`src/rtl/uart_tx_mmio_if.sv`:
```
// CPU-side bus view of the UART transmitter: address/data/strobe from the core,
// STATUS readback and bus-drive enable from the block.
interface uart_tx_mmio_if;
  logic [15:0] address;
  logic [7:0]  data_in;
  logic        read_en;
  logic [7:0]  data_out;
  logic        data_oe;

  modport master (
    output address,
    output data_in,
    output read_en,
    input  data_out,
    input  data_oe
  );

  modport slave (
    input  address,
    input  data_in,
    input  read_en,
    output data_out,
    output data_oe
  );
endinterface

```
`src/rtl/uart_tx_mmio.sv`:
```
// Memory-mapped 8N1 transmitter: CPU stores to TXDATA feed a small FIFO that a
// serializer drains onto tx; STATUS reports overflow/busy/empty/full.
module uart_tx_mmio #(
  parameter logic [15:0] BASE_ADDR    = 16'hF000,
  parameter int          DEPTH        = 4,
  parameter int          CLKS_PER_BIT = 16
) (
  input  logic           ph1,
  input  logic           resetb,
  uart_tx_mmio_if.slave  bus,
  output logic           tx,
  output logic           irq_empty
);
  localparam int AW = $clog2(DEPTH);
  localparam int CW = AW + 1;
  localparam int BW = $clog2(CLKS_PER_BIT);
  localparam logic [CW-1:0] FULL_CNT    = CW'(DEPTH);
  localparam logic [BW-1:0] BAUD_LAST   = BW'(CLKS_PER_BIT - 1);
  localparam logic [15:0]   STATUS_ADDR = BASE_ADDR + 16'd1;

  localparam logic [1:0] S_IDLE  = 2'd0;
  localparam logic [1:0] S_START = 2'd1;
  localparam logic [1:0] S_DATA  = 2'd2;
  localparam logic [1:0] S_STOP  = 2'd3;

  logic [7:0]    mem_q [DEPTH];
  logic [7:0]    mem_d [DEPTH];
  logic [AW-1:0] wptr_q, wptr_d, rptr_q, rptr_d;
  logic [CW-1:0] count_q, count_d;
  logic          ovf_q, ovf_d;
  logic [1:0]    state_q, state_d;
  logic [BW-1:0] baud_q, baud_d;
  logic [2:0]    bit_q, bit_d;
  logic [7:0]    shift_q, shift_d;
  logic          tx_q, tx_d;
  logic          irq_q, irq_d;
  logic          wr_s, rd_s, full_s, empty_s, push_s, pop_s, baud_end_s;
  logic [7:0]    status_s;

  // Bus decode, status byte and readback drive.
  always_comb begin
    wr_s       = !bus.read_en && (bus.address == BASE_ADDR);
    rd_s       = bus.read_en && (bus.address == STATUS_ADDR);
    full_s     = (count_q == FULL_CNT);
    empty_s    = (count_q == {CW{1'b0}});
    push_s     = wr_s && !full_s;
    baud_end_s = (baud_q == BAUD_LAST);
    status_s   = {ovf_q, 4'b0000, (state_q != S_IDLE), empty_s, full_s};
    bus.data_oe  = rd_s;
    bus.data_out = rd_s ? status_s : 8'h00;
  end

  // Serializer FSM; a pop happens only when a new frame is loaded.
  always_comb begin
    state_d = state_q;
    baud_d  = baud_q;
    bit_d   = bit_q;
    shift_d = shift_q;
    tx_d    = tx_q;
    pop_s   = 1'b0;
    case (state_q)
      S_IDLE: begin
        baud_d = {BW{1'b0}};
        if (!empty_s) begin
          pop_s   = 1'b1;
          shift_d = mem_q[rptr_q];
          state_d = S_START;
          tx_d    = 1'b0;
        end else begin
          tx_d    = 1'b1;
        end
      end
      S_START: begin
        if (baud_end_s) begin
          baud_d  = {BW{1'b0}};
          bit_d   = 3'd0;
          state_d = S_DATA;
          tx_d    = shift_q[0];
        end else begin
          baud_d  = baud_q + BW'(1);
        end
      end
      S_DATA: begin
        if (baud_end_s) begin
          baud_d = {BW{1'b0}};
          if (bit_q == 3'd7) begin
            state_d = S_STOP;
            tx_d    = 1'b1;
          end else begin
            bit_d   = bit_q + 3'd1;
            shift_d = {1'b0, shift_q[7:1]};
            tx_d    = shift_q[1];
          end
        end else begin
          baud_d = baud_q + BW'(1);
        end
      end
      S_STOP: begin
        if (baud_end_s) begin
          baud_d = {BW{1'b0}};
          // Back-to-back frames: load the next byte with no idle gap.
          if (!empty_s) begin
            pop_s   = 1'b1;
            shift_d = mem_q[rptr_q];
            state_d = S_START;
            tx_d    = 1'b0;
          end else begin
            state_d = S_IDLE;
            tx_d    = 1'b1;
          end
        end else begin
          baud_d = baud_q + BW'(1);
        end
      end
      default: begin
        state_d = S_IDLE;
        baud_d  = {BW{1'b0}};
        tx_d    = 1'b1;
      end
    endcase
  end

  // FIFO bookkeeping, sticky overflow (set wins over clear) and interrupt.
  always_comb begin
    for (int i = 0; i < DEPTH; i++) begin
      mem_d[i] = (push_s && (wptr_q == AW'(i))) ? bus.data_in : mem_q[i];
    end
    wptr_d = push_s ? (wptr_q + AW'(1)) : wptr_q;
    rptr_d = pop_s  ? (rptr_q + AW'(1)) : rptr_q;
    case ({push_s, pop_s})
      2'b10:   count_d = count_q + CW'(1);
      2'b01:   count_d = count_q - CW'(1);
      default: count_d = count_q;
    endcase
    ovf_d = (wr_s && full_s) ? 1'b1 : (rd_s ? 1'b0 : ovf_q);
    irq_d = (count_d == {CW{1'b0}}) && (state_d == S_IDLE);
  end

  // State registers with synchronous active-low reset.
  always_ff @(posedge ph1) begin
    if (!resetb) begin
      for (int i = 0; i < DEPTH; i++) begin
        mem_q[i] <= 8'h00;
      end
      wptr_q  <= {AW{1'b0}};
      rptr_q  <= {AW{1'b0}};
      count_q <= {CW{1'b0}};
      ovf_q   <= 1'b0;
      state_q <= S_IDLE;
      baud_q  <= {BW{1'b0}};
      bit_q   <= 3'd0;
      shift_q <= 8'h00;
      tx_q    <= 1'b1;
      irq_q   <= 1'b1;
    end else begin
      mem_q   <= mem_d;
      wptr_q  <= wptr_d;
      rptr_q  <= rptr_d;
      count_q <= count_d;
      ovf_q   <= ovf_d;
      state_q <= state_d;
      baud_q  <= baud_d;
      bit_q   <= bit_d;
      shift_q <= shift_d;
      tx_q    <= tx_d;
      irq_q   <= irq_d;
    end
  end

  assign tx        = tx_q;
  assign irq_empty = irq_q;
endmodule

```
`src/flat_wrapper.sv`:
```
// flat-port wrapper written by rule: the top's interface ports become plain ports
module uart_tx_mmio_flat 
#(
  parameter logic [15:0] BASE_ADDR    = 16'hF000,
  parameter int          DEPTH        = 4,
  parameter int          CLKS_PER_BIT = 16
)
  (ph1, resetb, tx, irq_empty, bus_address, bus_data_in, bus_read_en, bus_data_out, bus_data_oe);
  uart_tx_mmio_if bus_i ();
  input  logic ph1;
  input  logic resetb;
  output logic tx;
  output logic irq_empty;
  input wire logic [$bits(bus_i.address)-1:0] bus_address;
  input wire logic [$bits(bus_i.data_in)-1:0] bus_data_in;
  input wire logic [$bits(bus_i.read_en)-1:0] bus_read_en;
  output wire logic [$bits(bus_i.data_out)-1:0] bus_data_out;
  output wire logic [$bits(bus_i.data_oe)-1:0] bus_data_oe;
  assign bus_i.address = bus_address;
  assign bus_i.data_in = bus_data_in;
  assign bus_i.read_en = bus_read_en;
  assign bus_data_out = bus_i.data_out;
  assign bus_data_oe = bus_i.data_oe;
  uart_tx_mmio #(.BASE_ADDR(BASE_ADDR), .DEPTH(DEPTH), .CLKS_PER_BIT(CLKS_PER_BIT)) u_core (.ph1(ph1), .resetb(resetb), .bus(bus_i), .tx(tx), .irq_empty(irq_empty));
endmodule
```
`config.mk`:
```
export PLATFORM = sky130hd
export DESIGN_NAME = uart_tx_mmio_flat
export DESIGN_NICKNAME = d
export VERILOG_FILES = /design/src/rtl/uart_tx_mmio_if.sv /design/src/rtl/uart_tx_mmio.sv /design/src/flat_wrapper.sv
export SDC_FILE = /design/constraint.sdc
export NUM_CORES = 1
export LEC_CHECK = 0
export CAP_MARGIN = 30
export CORE_MARGIN = 2
export CORE_UTILIZATION = 55
export CTS_CLUSTER_DIAMETER = 30
export DETAILED_ROUTE_END_ITERATION = 16
export HOLD_SLACK_MARGIN = 0.15
export PLACE_DENSITY = 0.89
export RECOVER_POWER = 50
export SKIP_CTS_REPAIR_TIMING = 1
export SLEW_MARGIN = 20
export SYNTH_ARGS = -nofsm -noshare
export SYNTH_HDL_FRONTEND = slang
export SYNTH_SLANG_ARGS = --single-unit
```
`constraint.sdc`:
```
create_clock -name ph1 -period 3.74 [get_ports ph1]
set_input_delay 0.561 -clock ph1 [delete_from_list [all_inputs] [get_ports ph1]]
set_output_delay 0.561 -clock ph1 [all_outputs]
set_load 0.05 [all_outputs]
```
==> metrics.md, run 1 <==
| Metric | Value |
|---|---|
| Cell Chain, Critical Path | `clkdlybuf4s50_1 > nor4b_1 > and4_1 > nand3_1 > inv_1 > and2_1 > clkdlybuf4s50_1` |
| Via count of the routed design | `2,402` |
| I/O pin count | `38` |
| Post-route minimum period | `around 3.4 ns` |
| Max Fclk | `292.8 MHz` |
| Most frequent cells in the layout | `64 x nand2_1, 59 x dfxtp_1, 34 x mux2i_1` |
| Peak VDD IR | `0.3049 mV` |
| ANT cells | `0` |
| Vias per cell | `5.733` |
| Area growth from synthesis to final layout | `15.25%` |
| Max_slew headroom | `48.18%` |
| WP data arrival | `about 2.9 ns` |
| Comb pwr share | `9.1%` |
| Mapped cell area | `3068 µm²` |
| Drt total wl | `6394 µm` |
| Asr flop ratio synth | `0%` |
| Crit Path Max Fanout | `8` |
| Worst-margin pin slew | `between 0.7 and 0.8 ns` |
| # setup viols final | `0` |
| First-pass GRT wire length | `10,740 µm` |
| Outcome | `complete, no violations` |
| CTS H-tree depth | `3` |
| Avg Inst Size Synth | `between 9 and 10 µm²` |
| MaxCap Viol Count | `0` |
| CTS Buf Count | `9` |
| First-pass DRT Iterations | `4` |
| Hold Path End | `u_core.tx$_SDFFE_PN1P_` |
| Reg2reg path depth | `10` |
| Worst Path Buf+Inv | `3` |
| Slowest-stage cell, CP | `clkdlybuf4s50_1` |
| Required time of the critical path | `3.18 ns` |
| Type of the tightest min-delay check | `reg -> reg` |
| DRC Markers | `0` |
| Fin Setup TNS | `0 ns` |
| Final Instance Area | `3536 µm²` |
| Hold Fails Final Rpt | `0` |
| Max incr delay on CP | `0.79 ns` |
| Synth warn | `0` |
| All-Layer GR Usage | `around 22%` |
| Seq cells post-synth | `a little under 60` |
| R2r endpoint | `u_core.irq_empty$_SDFF_PN1_` |
| Clk root buf | `clkbuf_8` |
| Clock Sink Count | `59` |
| Startpoint Class | `input pin` |
| Port Buf Inserts | `33` |
| Slew Limit Fails | `0` |
| Hold path depth | `1` |
| Distinct cells, synth | `55` |
| Gpl congestion | `approximately 0.80` |
| Net Sw Power | `0.3251 mW` |
| Switching Share | `24.48%` |
| Antenna-violating nets left | `0` |
| Clock latency at the later pin of the worst-skew pair | `0.34 ns` |
| Vias in the first global route | `2,402` |
| Worst-path clk slew | `0.06 ns` |
| Overall power | `1.328 mW` |
| Synth Instances | `318` |
| Total grt overflow | `0` |
| Worst Skew | `roughly 0.0072 ns` |
| Initial antenna violation count | `0` |
| Drt first-iter violations | `100` |
| Die Y | `78.69 µm` |
| CTS tree | `yes` |
| Post-synth EDFFs | `0` |
| Area of the multi-input gates | `1685 µm²` |
| Die X | `78.69 µm` |
| Share of layout cells above drive strength 1 | `8.934%` |
| Post-synthesis sequential area ratio | `38.50%` |
| Routed WL per cell | `15.26 µm` |
| Clock share of power | `42.8%` |
| RSZ-0062 raised after global routing | `no` |
| Largest net degree at the start of global routing | `52` |
| PwrDens | `375.6 nW/µm²` |
| R2R Setup Slk | `around 0.48 ns` |
| Lkg Pwr | `1.247 nW` |
| Most common library cell in the layout ignoring fill and taps | `nand2_1` |
| Initial core utilization | `between 50% and 60%` |
| Internal | `1.003 mW` |
| Worst R2R Start | `u_core.state_q[0]$_SDFF_PN0_` |
| Flop pwr share | `48.0%` |
| Post-synth top flop | `dfxtp_1` |
| Crit Path Class | `in -> out` |
| Worst hold path startpoint | `u_core.tx$_SDFFE_PN1P_` |
| Clk buf depth | `2` |
| HPWL Detailed | `~4500 µm` |
| Final period utilization | `between 90 and 100%` |
| Final #Nets | `385` |
| Fillers | `435` |
| Core box area | `~5400 µm²` |
| CP most frequent cell | `clkdlybuf4s50_1` |
| DP Area | `3363 µm²` |
| Worst setup EP type | `primary output` |
| Largest delay share family, worst path | `buffers and inverters` |
| # rows | `27` |
| Die area | `just over 6000 µm²` |
| Register Area | `1181 µm²` |
## synth_stat cells (all sizes together), types with 2 or more instances
cell type	count	share of area (%)
nand2	64	7.8
dfxtp	59	38
mux2i	34	11
nor2	18	2.2
ha	14	5.7
inv	13	1.6
buf	12	3.3
clkbuf	11	1.4
a21oi	8	1.3
mux4	8	5.9
nor3	7	1.5
nand3	5	1.2
a2111oi	4	2.2
and4	4	1.4
o2111ai	4	1.1
o211a	4	1.3
o21ai	4	0.65
a31oi	3	0.61
a41oi	3	0.86
nor4b	3	0.86
o31ai	3	0.73
xnor2	3	0.86
xor2	3	0.86
a211oi	2	0.65
and3	2	0.45
nand4	2	0.41
nor2b	2	0.41
or2	2	0.41
or3	2	0.41
or3b	2	0.57
## logic make-up after synthesis
family	Yosys count	share of synthesized area, %
buffers and inverters	36	6.280
adder cells (fa/ha/maj)	15	6.362
flip-flops	59	38.50
XOR/XNOR	6	1.713
AO/OA/AOI/OAI	38	10.24
other	1	0.1222
AND/OR/NAND/NOR	121	19.82
multiplexers	42	16.97
## how the worst max path moves through the flow
stage | endpoint | depth (start not counted) | startpoint | slack (ns)
CTS | bus_data_out[1] | 7 | bus_address[9] | 0.28
finish | bus_data_out[1] | 7 | bus_address[9] | 0.32
floorplan | u_core.irq_empty$_SDFF_PN1_ | 10 | u_core.state_q[0]$_SDFF_PN0_ | 0.86
global placement | bus_data_out[1] | 7 | bus_address[1] | 0.36
global route | bus_data_out[1] | 7 | bus_address[9] | 0.17
detailed placement | u_core.irq_empty$_SDFF_PN1_ | 11 | bus_address[9] | 0.28
## flip-flops by register name (all words and copies together), names as in the netlist
register	cells
u_core.tx	1
u_core.baud_q	4
u_core.state_q	2
u_core.irq_empty	1
u_core.rptr_q	2
u_core.ovf_q	1
u_core.mem_q	32
u_core.wptr_q	2
u_core.shift_q	8
u_core.count_q	3
u_core.bit_q	3
## power groups by stage
stage / Clock [mW] / Combinational, mW / Sequential [mW]
6_report: 0.569 / 0.121 / 0.638
4_1_cts: 0.576 / 0.125 / 0.638
3_5_place_dp: 0 / 0.125 / 0.652
3_3_place_gp: 0 / 0.122 / 0.652
2_1_floorplan: 0 / 0.0694 / 0.663
5_1_grt: 0.605 / 0.131 / 0.639
## through the flow
| step | util, % | instances | hold slack (ns) | setup WS, ns |
|---|---|---|---|---|
| after floorplan | - | 321 | 0.4175 | 0.8631 |
| after global placement | 61.84 | 404 | 0.4321 | 0.3562 |
| after detailed placement | 61.84 | 404 | 0.4472 | 0.2814 |
| after CTS | 65.38 | 419 | 0.4626 | 0.2808 |
| after global routing | 65.01 | 419 | 0.4765 | 0.1725 |
| final | 65.01 | 419 | 0.4547 | 0.3245 |
## layout make-up
type	count	area share [%]
clock inverter	4	1.451
multi-input combinational	226	47.66
tap	72	2.548
timing repair buffer	34	9.554
clock buffer	11	3.999
sequential	59	33.40
inverter	13	1.380
## layer usage
metal	global-route usage (%)	wire length (µm)
met5	0	0
met4	8.421	91
met3	6.782	261
met2	38.97	3320
met1	25.64	2721
Power figures use the tool's default switching activity.
==> run 2: changes to the inputs <==
- PLACE_DENSITY: 0.89 -> unset
- PLACE_DENSITY_LB_ADDON: unset -> 0.25
==> metrics.md, run 2 (synthesis results as in run 1) <==
| Metric | Value |
|---|---|
| Fillers | `455 (+4.6%)` |
| CTS tree | `yes` |
| Die Y | `78.69 µm (unchanged)` |
| I/O pin count | `38 (unchanged)` |
| Most frequent cells in the layout | `64 x nand2_1, 59 x dfxtp_1, 34 x mux2i_1` |
| Outcome | `complete, no violations` |
| Most common library cell in the layout ignoring fill and taps | `nand2_1` |
| Die X | `78.69 µm (unchanged)` |
| Slowest-stage cell, CP | `clkdlybuf4s50_1` |
| Routed WL per cell | `14.00 µm (-8.3%)` |
| Via count of the routed design | `2,282 (-5.0%)` |
| First-pass GRT wire length | `10,160 µm (-5.4%)` |
| Most flops, register | `u_core.mem_q` |
| Max incr delay on CP | `0.82 ns (+0.03 ns)` |
| Post-route minimum period | `3.355 ns (-0.06056 ns)` |
| Hold Fails Final Rpt | `0 (unchanged)` |
| MaxCap Viol Count | `0 (unchanged)` |
| Clk buf depth | `2 (unchanged)` |
| Initial antenna violation count | `0 (unchanged)` |
| Die area | `6191 µm² (unchanged)` |
| Cell Chain, Critical Path | `dlygate4sd3_1 > nor4bb_1 > and4_1 > nand3_1 > inv_1 > clkdlybuf4s50_1` |
| Slew Limit Fails | `0 (unchanged)` |
| Final period utilization | `89.70% (-1.6 points)` |
| Initial core utilization | `56.41% (unchanged)` |
| Clk root buf | `clkbuf_8` |
| # rows | `27 (unchanged)` |
| Clock Sink Count | `59 (unchanged)` |
| Peak VDD IR | `0.2486 mV (-18%)` |
| Largest register FFs | `32 (unchanged)` |
| Crit Path Class | `in -> out` |
| RSZ-0062 raised after global routing | `no` |
| Vias in the first global route | `2,171 (-9.6%)` |
| Lkg Pwr | `1.266 nW (+1.5%)` |
| DP Area | `3361 µm² (about the same)` |
| HPWL Detailed | `4133 µm (-9.0%)` |
| Gpl congestion | `0.8115 (+1.2%)` |
| Required time of the critical path | `3.18 ns (about the same)` |
| Type of the tightest min-delay check | `reg -> reg` |
| Worst setup EP type | `primary output` |
| All-Layer GR Usage | `21.15% (-1.2 points)` |
| Drt first-iter violations | `88 (-12%)` |
| Core box area | `5439 µm² (unchanged)` |
| Max_slew headroom | `52.84% (+4.7 points)` |
| Top flop regs | `u_core.mem_q (32), u_core.shift_q (8), u_core.baud_q (4)` |
| Max Fclk | `298.1 MHz (+1.8%)` |
| DRC Markers | `0 (unchanged)` |
| Worst setup margin | `0.3850 ns (+0.06056 ns)` |
| Pre-CTS setup slack | `0.2841 ns (+0.002655 ns)` |
| Total grt overflow | `0 (unchanged)` |
| First-pass DRT Iterations | `4 (unchanged)` |
| Fin Hold WS | `0.4548 ns (+0.00003300 ns)` |
| Worst-margin pin slew | `0.7074 ns (-0.05024 ns)` |
| Final Instance Area | `3580 µm² (+1.2%)` |
| PwrDens | `398.2 nW/µm² (+6.0%)` |
| Share of layout cells above drive strength 1 | `10.06% (+1.1 points)` |
| Drt total wl | `5880 µm (-8.0%)` |
| Antenna-violating nets left | `0 (unchanged)` |
| Util after Layout | `65.82% (+0.81 points)` |
| Post-Layout Cell Count | `420 (+0.24%)` |
| WP data arrival | `2.79 ns (-0.06 ns)` |
| Cells after DPL | `404 (unchanged)` |
| Area growth from synthesis to final layout | `16.68%` |
| CTS H-tree depth | `3 (unchanged)` |
| Fin Setup TNS | `0 ns (unchanged)` |
| CTS Buf Count | `9 (unchanged)` |
| Overall power | `1.425 mW (+7.3%)` |
| Port Buf Inserts | `33 (unchanged)` |
| Worst-path clk slew | `0.07 ns (about the same)` |
| Vias per cell | `5.433 (-5.2%)` |
| ANT cells | `0 (unchanged)` |
| Worst Skew | `0.007289 ns (+0.00007097 ns)` |
| # setup viols final | `0 (unchanged)` |
| Clock latency at the later pin of the worst-skew pair | `0.34 ns (about the same)` |
| Largest net degree at the start of global routing | `53 (+1.9%)` |
| Final #Nets | `385 (unchanged)` |
| Startpoint Class | `input pin` |
| Crit Path Max Fanout | `8 (unchanged)` |
==> run 2: layout make-up <==
class | count | area (µm²) | area share, %
well taps | 72 | 90.09 | 2.517
inverters | 13 | 48.80 | 1.363
clock buffers | 11 | 141.4 | 3.950
clock inverters | 5 | 85.08 | 2.377
multi-input cells | 226 | 1698 | 47.43
flip-flops and latches | 59 | 1181 | 33.00
repair buffers | 34 | 335.3 | 9.367
==> run 2: routing by layer <==
| metal | part of all wire (%) | GRT usage [%] | vias to the layer above |
|---|---|---|---|
| met5 | 0 | 0 | - |
| met4 | 1.2 | 8.421 | 0 |
| met3 | 3.2 | 5.862 | 7 |
| met2 | 47 | 33.76 | 29 |
| met1 | 49 | 27.07 | 1072 |
| li1 | - | - | 1174 |
==> run 2: power breakdown <==
part	internal, mW	switching [mW]
Combinational	0.0479	0.0739
Clock	0.397	0.269
Sequential	0.634	0.00372
==> run 2: worst max-delay path: cells and delay by family <==
kind,cells,cell delay [ns]
buf+inv,3,1.47
simple gates,3,0.76
==> run 2: final timing paths <==
path / from / endpoint / slack [ns] / depth (start not counted)
setup reg to reg: u_core.state_q[0]$_SDFF_PN0_ / u_core.irq_empty$_SDFF_PN1_ / 0.50 / 10
hold / removal: u_core.tx$_SDFFE_PN1P_ / u_core.tx$_SDFFE_PN1P_ / 0.45 / 1
hold reg to reg: u_core.tx$_SDFFE_PN1P_ / u_core.tx$_SDFFE_PN1P_ / 0.45 / 1
setup / recovery: bus_address[13] / bus_data_oe / 0.39 / 6
==> run 3: changes to the inputs <==
- CORE_ASPECT_RATIO: unset -> 1.4
- PLACE_DENSITY: unset -> 0.86
- PLACE_DENSITY_LB_ADDON: 0.25 -> unset
==> metrics.md, run 3 (synthesis results as in run 1) <==
| Metric | Value |
|---|---|
| Outcome | `complete, no violations` |
| Routed WL per cell | `15.09 µm (+7.8%)` |
| Crit Path Class | `in -> out` |
| Final period utilization | `90.88% (+1.2 points)` |
| Vias per cell | `5.649 (+4.0%)` |
| RSZ-0062 raised after global routing | `no` |
| Fin Hold WS | `0.4455 ns (-0.009249 ns)` |
| Share of layout cells above drive strength 1 | `10.06% (unchanged)` |
| Worst setup margin | `0.3411 ns (-0.04397 ns)` |
| CTS Buf Count | `9 (unchanged)` |
| Startpoint Class | `input pin` |
| DRC Markers | `0 (unchanged)` |
| Pre-CTS setup slack | `0.1642 ns (-0.1199 ns)` |
| First-pass DRT Iterations | `4 (unchanged)` |
| Peak VDD IR | `0.3681 mV (+48%)` |
| CTS H-tree depth | `3 (unchanged)` |
| Largest register FFs | `32 (unchanged)` |
| Hold path depth | `1 (unchanged)` |
| Drt first-iter violations | `151 (+72%)` |
| MaxCap Viol Count | `0 (unchanged)` |
| Reg2reg path depth | `10 (unchanged)` |
| CTS tree | `yes` |
| First-pass GRT wire length | `10,600 µm (+4.3%)` |
| Via count of the routed design | `2,350 (+3.0%)` |
| R2R Setup Slk | `0.43 ns (-0.07 ns)` |
| Worst Skew | `0.007277 ns (-0.00001213 ns)` |
| I/O pin count | `38 (unchanged)` |
| GR Layer Usage met1 | `24.61% (-2.5 points)` |
| Slew Limit Fails | `0 (unchanged)` |
| Fin Setup TNS | `0 ns (unchanged)` |
| Max Fclk | `294.2 MHz (-1.3%)` |
| # setup viols final | `0 (unchanged)` |
| PwrDens | `414.1 nW/µm² (+4.0%)` |
| Most flops, register | `u_core.mem_q` |
| Antenna-violating nets left | `0 (unchanged)` |
| Gpl congestion | `0.7918 (-2.4%)` |
| Top flop regs | `u_core.mem_q (32), u_core.shift_q (8), u_core.baud_q (4)` |
| Clock Sink Count | `59 (unchanged)` |
| Total grt overflow | `0 (unchanged)` |
| Worst setup EP type | `primary output` |
| R2r endpoint | `u_core.irq_empty$_SDFF_PN1_` |
| Worst R2R Start | `u_core.state_q[0]$_SDFF_PN0_` |
| WP data arrival | `2.84 ns (+0.05 ns)` |
| All-Layer GR Usage | `22.81% (+1.7 points)` |
| Port Buf Inserts | `33 (unchanged)` |
| Met3 GRT Util | `6.318% (+0.46 points)` |
| Worst hold path startpoint | `u_core.baud_q[0]$_SDFF_PP0_` |
| Clk buf depth | `2 (unchanged)` |
| Cells after DPL | `400 (-0.99%)` |
| Hold Path End | `u_core.baud_q[0]$_SDFF_PP0_` |
| Crit Path Max Fanout | `8 (unchanged)` |
| Initial antenna violation count | `0 (unchanged)` |
| Worst-path clk slew | `0.07 ns (about the same)` |
| Die area | `6200 µm² (+0.14%)` |
| Core box area | `5445 µm² (+0.11%)` |
| Drt total wl | `6277 µm (+6.8%)` |
| Post-route minimum period | `3.399 ns (+0.04397 ns)` |
| Max_slew headroom | `50.86% (-2.0 points)` |
| Largest net degree at the start of global routing | `53 (unchanged)` |
| Die X | `67.12 µm (-15%)` |
| Die Y | `92.37 µm (+17%)` |
| Clk root buf | `clkbuf_8` |
| Required time of the critical path | `3.18 ns (about the same)` |
| Clock latency at the later pin of the worst-skew pair | `0.34 ns (about the same)` |
| Hold Fails Final Rpt | `0 (unchanged)` |
| Util after Layout | `65.97% (+0.15 points)` |
| Met2 GRT Util | `39.77% (+6.0 points)` |
| Most frequent cells in the layout | `64 x nand2_1, 59 x dfxtp_1, 34 x mux2i_1` |
| HPWL Detailed | `4387 µm (+6.1%)` |
| Most Crowded Layer GR | `met2` |
| Area growth from synthesis to final layout | `17.09%` |
| ANT cells | `0 (unchanged)` |
| Most common library cell in the layout ignoring fill and taps | `nand2_1` |
| Final #Nets | `385 (unchanged)` |
| # rows | `32 (+19%)` |
| Worst-margin pin slew | `0.7371 ns (+0.02970 ns)` |
| Post-Layout Cell Count | `416 (-0.95%)` |
| Lkg Pwr | `1.270 nW (+0.32%)` |
| Vias in the first global route | `2,381 (+9.7%)` |
| Type of the tightest min-delay check | `reg -> reg` |
| Initial core utilization | `56.34% (-0.065 points)` |
run 3: final cells by class:
cell class	count	area, µm²
clock buffers	10	137.6
clock inverters	6	112.6
fillers	442	1853
inverters	13	48.80
multi-input cells	226	1692
flip-flops and latches	59	1181
well taps	68	85.08
repair buffers	34	335.3
run 3: how the worst max path moves through the flow:
stage / end / start / depth (start not counted)
6_report: bus_data_oe / bus_address[13] / 6
3_5_place_dp: u_core.irq_empty$_SDFF_PN1_ / bus_address[13] / 11
2_1_floorplan: u_core.irq_empty$_SDFF_PN1_ / u_core.state_q[0]$_SDFF_PN0_ / 10
3_3_place_gp: u_core.irq_empty$_SDFF_PN1_ / bus_address[1] / 11
4_1_cts: bus_data_oe / bus_address[13] / 6
5_1_grt: u_core.irq_empty$_SDFF_PN1_ / u_core.state_q[0]$_SDFF_PN0_ / 10
run 3: where the power goes:
group          internal, mW  total, mW  switching (mW)
Clock                 0.460      0.727           0.266
Combinational        0.0480      0.123          0.0747
Sequential            0.634      0.638         0.00406
run 3: critical path, cell delays in order:
cell and delay, ns:
clkdlybuf4s50_1 0.47, nor4bb_1 0.30, and4_1 0.38, nand3_1 0.17, inv_1 0.13, clkdlybuf4s50_1 0.82
run 3: per-stage QoR:
step | total power [mW] | instance area (µm²)
finish | 1.487 | 3592
floorplan | 0.7325 | 3079
global placement | 0.7728 | 3356
CTS | 1.493 | 3606
detailed placement | 0.7759 | 3356
global route | 1.531 | 3592
run 3: routing by layer:
metal  vias to the layer above  share of wire (%)
li1                       1166                  -
met1                      1133                 41
met2                        41                 54
met3                        10                3.0
met4                         0                1.6
met5                         -                  0
